File: src/rtl/suc_pkg.sv
// Shared types and constants for the serial compare controller.
// Holds the FSM state encoding, the sticky bit-core encoding and the
// legal WIDTH bounds.
package suc_pkg;

   localparam int WIDTH_MIN = 2;
   localparam int WIDTH_MAX = 32;

   typedef enum logic [1:0] {
      IDLE    = 2'b00,
      COMPARE = 2'b01,
      DONE    = 2'b10
   } fsm_state_t;

   typedef enum logic [1:0] {
      CORE_EQ = 2'b00,
      CORE_GT = 2'b01,
      CORE_LT = 2'b10
   } core_state_t;

   // Map the core state onto the {L,E,G} result flags.
   function automatic logic [2:0] core_to_leg(input core_state_t s);
      logic [2:0] leg;
      leg = 3'b010;
      case (s)
         CORE_LT: leg = 3'b100;
         CORE_GT: leg = 3'b001;
         default: leg = 3'b010;
      endcase
      return leg;
   endfunction

endpackage

File: src/rtl/suc_bit_core.sv
// Sticky one-bit magnitude comparator core.
// Consumes one (a,b) bit pair per enabled cycle, MSB first; the first
// differing pair decides GT or LT and later bits are ignored until clr.
module suc_bit_core
   import suc_pkg::*;
(
   input  logic        clk,
   input  logic        rst,
   input  logic        a_bit,
   input  logic        b_bit,
   input  logic        clr,
   input  logic        en,
   output core_state_t core_st
);

   // Sticky core state: leaves EQ on the first differing bit pair only.
   always_ff @(posedge clk or negedge rst) begin
      if (!rst) begin
         core_st <= CORE_EQ;
      end else if (clr) begin
         core_st <= CORE_EQ;
      end else if (en && (core_st == CORE_EQ)) begin
         if (a_bit && !b_bit) begin
            core_st <= CORE_GT;
         end else if (!a_bit && b_bit) begin
            core_st <= CORE_LT;
         end
      end
   end

endmodule

File: src/rtl/serial_compare_controller.sv
// Bit-serial unsigned magnitude comparator with valid/ready handshakes.
// Operands are shifted MSB first through suc_bit_core; the result is held
// on L/E/G with out_valid until the consumer takes it.
// Optional macro SUC_EARLY_EXIT_EN: finish as soon as the first differing
// bit is seen instead of always walking all WIDTH bits.
// WIDTH is legal over suc_pkg::WIDTH_MIN..WIDTH_MAX.
module serial_compare_controller
   import suc_pkg::*;
#(
   parameter int WIDTH = 8
) (
   input  logic             clk,
   input  logic             rst,
   input  logic             in_valid,
   output logic             in_ready,
   input  logic [WIDTH-1:0] a_in,
   input  logic [WIDTH-1:0] b_in,
   output logic             out_valid,
   input  logic             out_ready,
   output logic             L,
   output logic             E,
   output logic             G,
   output logic             busy
);

   localparam int CNT_W = $clog2(WIDTH);

   fsm_state_t       state;
   fsm_state_t       state_nxt;
   logic [WIDTH-1:0] a_sh;
   logic [WIDTH-1:0] b_sh;
   logic [CNT_W-1:0] cnt;
   core_state_t      core_st;
   logic             accept;
   logic             core_en;
   logic             a_bit;
   logic             b_bit;

   assign a_bit = a_sh[WIDTH-1];
   assign b_bit = b_sh[WIDTH-1];

   suc_bit_core u_core (
      .clk     (clk),
      .rst     (rst),
      .a_bit   (a_bit),
      .b_bit   (b_bit),
      .clr     (accept),
      .en      (core_en),
      .core_st (core_st)
   );

   // FSM state register.
   always_ff @(posedge clk or negedge rst) begin
      if (!rst) begin
         state <= IDLE;
      end else begin
         state <= state_nxt;
      end
   end

   // Next-state and handshake/result decode; results are driven only in DONE.
   always_comb begin
      state_nxt = state;
      in_ready  = 1'b0;
      out_valid = 1'b0;
      busy      = 1'b0;
      accept    = 1'b0;
      core_en   = 1'b0;
      L         = 1'b0;
      E         = 1'b0;
      G         = 1'b0;
      case (state)
         IDLE: begin
            in_ready = 1'b1;
            if (in_valid) begin
               accept    = 1'b1;
               state_nxt = COMPARE;
            end
         end
         COMPARE: begin
            busy    = 1'b1;
            core_en = 1'b1;
            // The counter never wraps: reaching 0 means bit 0 is being consumed now.
            if (cnt == '0) begin
               state_nxt = DONE;
            end
`ifdef SUC_EARLY_EXIT_EN
            // The core leaves EQ on this edge, so the answer is already decided.
            else if (a_bit != b_bit) begin
               state_nxt = DONE;
            end
`endif
         end
         DONE: begin
            busy      = 1'b1;
            out_valid = 1'b1;
            {L, E, G} = core_to_leg(core_st);
            if (out_ready) begin
               state_nxt = IDLE;
            end
         end
         default: begin
            state_nxt = IDLE;
         end
      endcase
   end

   // Operand shift registers and bit counter: load on accept, shift MSB-first in COMPARE.
   always_ff @(posedge clk or negedge rst) begin
      if (!rst) begin
         a_sh <= '0;
         b_sh <= '0;
         cnt  <= '0;
      end else if (accept) begin
         a_sh <= a_in;
         b_sh <= b_in;
         cnt  <= CNT_W'(WIDTH - 1);
      end else if (state == COMPARE) begin
         a_sh <= {a_sh[WIDTH-2:0], 1'b0};
         b_sh <= {b_sh[WIDTH-2:0], 1'b0};
         if (cnt != '0) begin
            cnt <= cnt - CNT_W'(1);
         end
      end
   end

endmodule
File: config.mk
export PLATFORM = sky130hd
export DESIGN_NAME = serial_compare_controller
export DESIGN_NICKNAME = d
export VERILOG_FILES = /design/src/rtl/suc_pkg.sv /design/src/rtl/suc_bit_core.sv /design/src/rtl/serial_compare_controller.sv
export SDC_FILE = /design/constraint.sdc
export NUM_CORES = 1
export LEC_CHECK = 0
export ABC_AREA = 1
export CAP_MARGIN = 15
export CORE_UTILIZATION = 35
export DETAILED_ROUTE_END_ITERATION = 12
export MAX_ROUTING_LAYER = met4
export PLACE_DENSITY = 0.72
export SYNTH_ARGS = -nofsm -noshare
export SYNTH_HDL_FRONTEND = slang
export SYNTH_SLANG_ARGS = --single-unit
File: constraint.sdc
create_clock -name clk -period 1.18 [get_ports clk]
set_input_delay 0.236 -clock clk [delete_from_list [all_inputs] [get_ports clk]]
set_output_delay 0.236 -clock clk [all_outputs]
set_load 0.005 [all_outputs]
==> impl_metrics.tcl <==
set metrics [dict create \
    post-place-ws_ns -0.340 \
    grt_max_degree 24 \
    clock_pin_slew_reported_for_the_worst_setup_and_hold_paths_after_clock_tree_synthesis_ns 0.08 \
    p_seq_share_pct 28.0 \
    global_route_wire_length_before_repair_um 5010 \
    die_extent_in_x_um 63.7 \
    slew_headroom_pct 60.9 \
    critical_path.endpoint "out_valid" \
    slew_viol_final 0 \
    drive_above_1_share_pct 32.7 \
    drt-vias-per-instance 4.72 \
    yosys_register_bits 23 \
    root_buffer "clkbuf_8" \
    final.setup.worst_slack_ns -0.251 \
    synthesis.area_sq_um 1330 \
    num_rows 22 \
    timing.critical_path.from_type "register" \
    finalCriticalPeriod_ns 1.43 \
    timing.max_cap.violations 0 \
    worstPathArrival_ns 1.19 \
    power.combinational.fraction_pct 62.0 \
    r2r-end "a_sh[3]$_DFFE_PN0P_" \
    report.final.hold_viol_count 0 \
    critical_path.cell_chain "inv_2 > buf_6 > ha_4 > buf_4 > buf_6" \
    synth.yosys.warnings 0 \
    worst_path_max_delay_cell "dfrtp_1" \
    post_synth_num_cell_types 19 \
    achievable-frequency_mhz 699 \
    worst_hold_slack_ns 0.310 \
    drt-wirelength-per-cell_um 11.7 \
    fin_nets 235 \
    number_of_design_rule_violations_left_by_the_first_detailed_router_iteration 19 \
    grt_antenna_before_repair 0 \
    crit_cells 5 \
    timing.reg2reg.setup_slack_ns -0.21 \
    yosysSeqAreaShare_pct 43.2 \
    rsz0062_at_grt "yes" \
    run_status "finished, violations left" \
    finClkSkew_ns 0.00319 \
    worst-path-buf-inv 4 \
    worst_path_dominant_cell_family "buffers and inverters" \
    num_io_pins 26 \
    timing.critical_path.to_type "output pin" \
    cp_max_fo 4 \
    area_growth_syn_to_layout_pct 53.0 \
    track_usage_pct 16.3 \
    p_leak_nw 0.988 \
    inserted_clock_buffers 3 \
    syn_avg_cell_area_sq_um 8.43 \
    mostFrequentLayoutCells "nand2_1 (39), nand3_1 (31), dfrtp_1 (23)" \
    worstPathRequired_ns 0.94 \
    ff2ff_path_depth 8 \
    final_cells 253 \
    first_global_vias 1150 \
    failed_checks "negative setup slack" \
    ir_drop_mv 1.02 \
    clk_path_buf_depth 2 \
    final-setup-viol-count 29 \
    cts.sinks 23 \
    power.density_cell_area_nw_per_um2 2440 \
    core_area_sq_um 3660 \
    tightestPinTransition_ns 0.586 \
    switching_power_mw 2.03 \
    cpPeakStageDelay_ns 0.36 \
    postLayoutCoreUtil_pct 55.7 \
    cp-startpoint "state[0]$_DFFE_PN0P_" \
    dp_hpwl_um 1820 \
    insertion_delay_ns 0.26 \
    leading_cell_type_in_the_layout_fill_and_taps_excluded "nand2_1" \
    place.port_buffers 25 \
    power_frac_clock_pct 10.0 \
    syn-instance-count 158 \
    switching_share_pct 40.8 \
    power.internal_mw 2.94 \
    ant_nets 0 \
    path_common_cell "buf_6" \
    dieHeight_um 63.7 \
    cts_tree "yes" \
    start_util_pct 36.4 \
    route.vias.total 1193 \
    diodes 0 \
    syn_nets 187 \
    die-area_sq_um 4060 \
    drc 0 \
    cts_max_level 1 \
    finalWeightedCongestion 0.691 \
    min_period_over_period_pct 121 \
    gr-total-overflow 0 \
    detail_route.wirelength_um 2950 \
    drt-pass1-iter-count 4 \
    rr_startpoint "state[0]$_DFFE_PN0P_" \
    worstSetupPathType "reg -> out" \
    worstHoldPathType "in -> async" \
    cell_count_post_placement 239 \
]
[power by group through the flow]
stage | sequential [mW] | clock, mW | combinational, mW
2_1_floorplan | 1.36 | 0 | 1.68
3_3_place_gp | 1.37 | 0 | 2.32
3_5_place_dp | 1.39 | 0 | 2.37
4_1_cts | 1.39 | 0.496 | 2.96
5_1_grt | 1.44 | 0.538 | 3.44
6_report | 1.39 | 0.497 | 3.09
[Yosys cell counts, drive strengths merged]
library cell,count,area [sq um]
ha,9,113
o21ai,1,5.00
nor2,5,18.8
buf,7,83.8
nand4,2,12.5
o211ai,3,32.5
nand2,49,206
inv,18,75.1
a21oi,6,30.0
nand3,35,180
dfrtp,23,576
[cell type report]
class                      count  area, sq um
timing repair buffer          48          509
clock buffer                   4         45.0
multi-input combinational    112          768
tap                           48         60.1
fill                         329         1620
inverter                      18         80.1
sequential                    23          576
[worst min-delay path by stage]
stage                               end  slack, ns  cells past startpoint
global placement     cnt[0]$_DFFE_PN0P_       0.48                      2
global route        a_sh[7]$_DFFE_PN0P_       0.33                      2
detailed placement   cnt[0]$_DFFE_PN0P_       0.48                      2
CTS                 a_sh[0]$_DFFE_PN0P_       0.32                      2
floorplan           a_sh[0]$_DFFE_PN0P_      -0.06                      0
finish              a_sh[0]$_DFFE_PN0P_       0.31                      2
[stage by stage]
stage                     power, mW  TNS [ns]  cell area [sq um]
after global placement         3.69     -5.74               1740
after detailed placement       3.76     -6.21               1740
after CTS                      4.85     -4.76               2000
after floorplan                3.04         0               1370
final                          4.98     -5.14               2040
after global routing           5.42     -7.31               2040
[registers in the layout (all words and copies together), names as in the netlist]
| signal | count |
|---|---|
| u_core.core_st | 2 |
| b_sh | 8 |
| cnt | 3 |
| a_sh | 8 |
| state | 2 |
[layer usage]
| metal | part of all wire [%] | track usage, % | routed length (um) | vias up |
|---|---|---|---|---|
| met5 | 0 | - | 0 | - |
| met4 | 1.9 | 5.11 | 57 | 0 |
| met3 | 3.2 | 2.90 | 94 | 6 |
| met2 | 51 | 28.7 | 1510 | 29 |
| met1 | 44 | 18.6 | 1290 | 555 |
| li1 | - | - | - | 603 |
[repair_timing]
| item | in CTS | in global routing |
|---|---|---|
| endpoints found under the setup margin | 29 | 29 |
| pin swaps | 6 | 6 |
| resized for setup | 58 | 11 |
| setup buffers | 7 | 1 |
| gates cloned | 3 | 0 |
| hold buffers | 0 | 0 |
[logic make-up after synthesis]
kind of cell	share of synthesized area [%]
AOI/OAI and AO/OA	5.07
adders and majority gates	8.45
buffers and inverters	11.9
DFF	43.2
and+or+nand+nor	31.4
No activity file was read; power rests on OpenSTA's default activity.
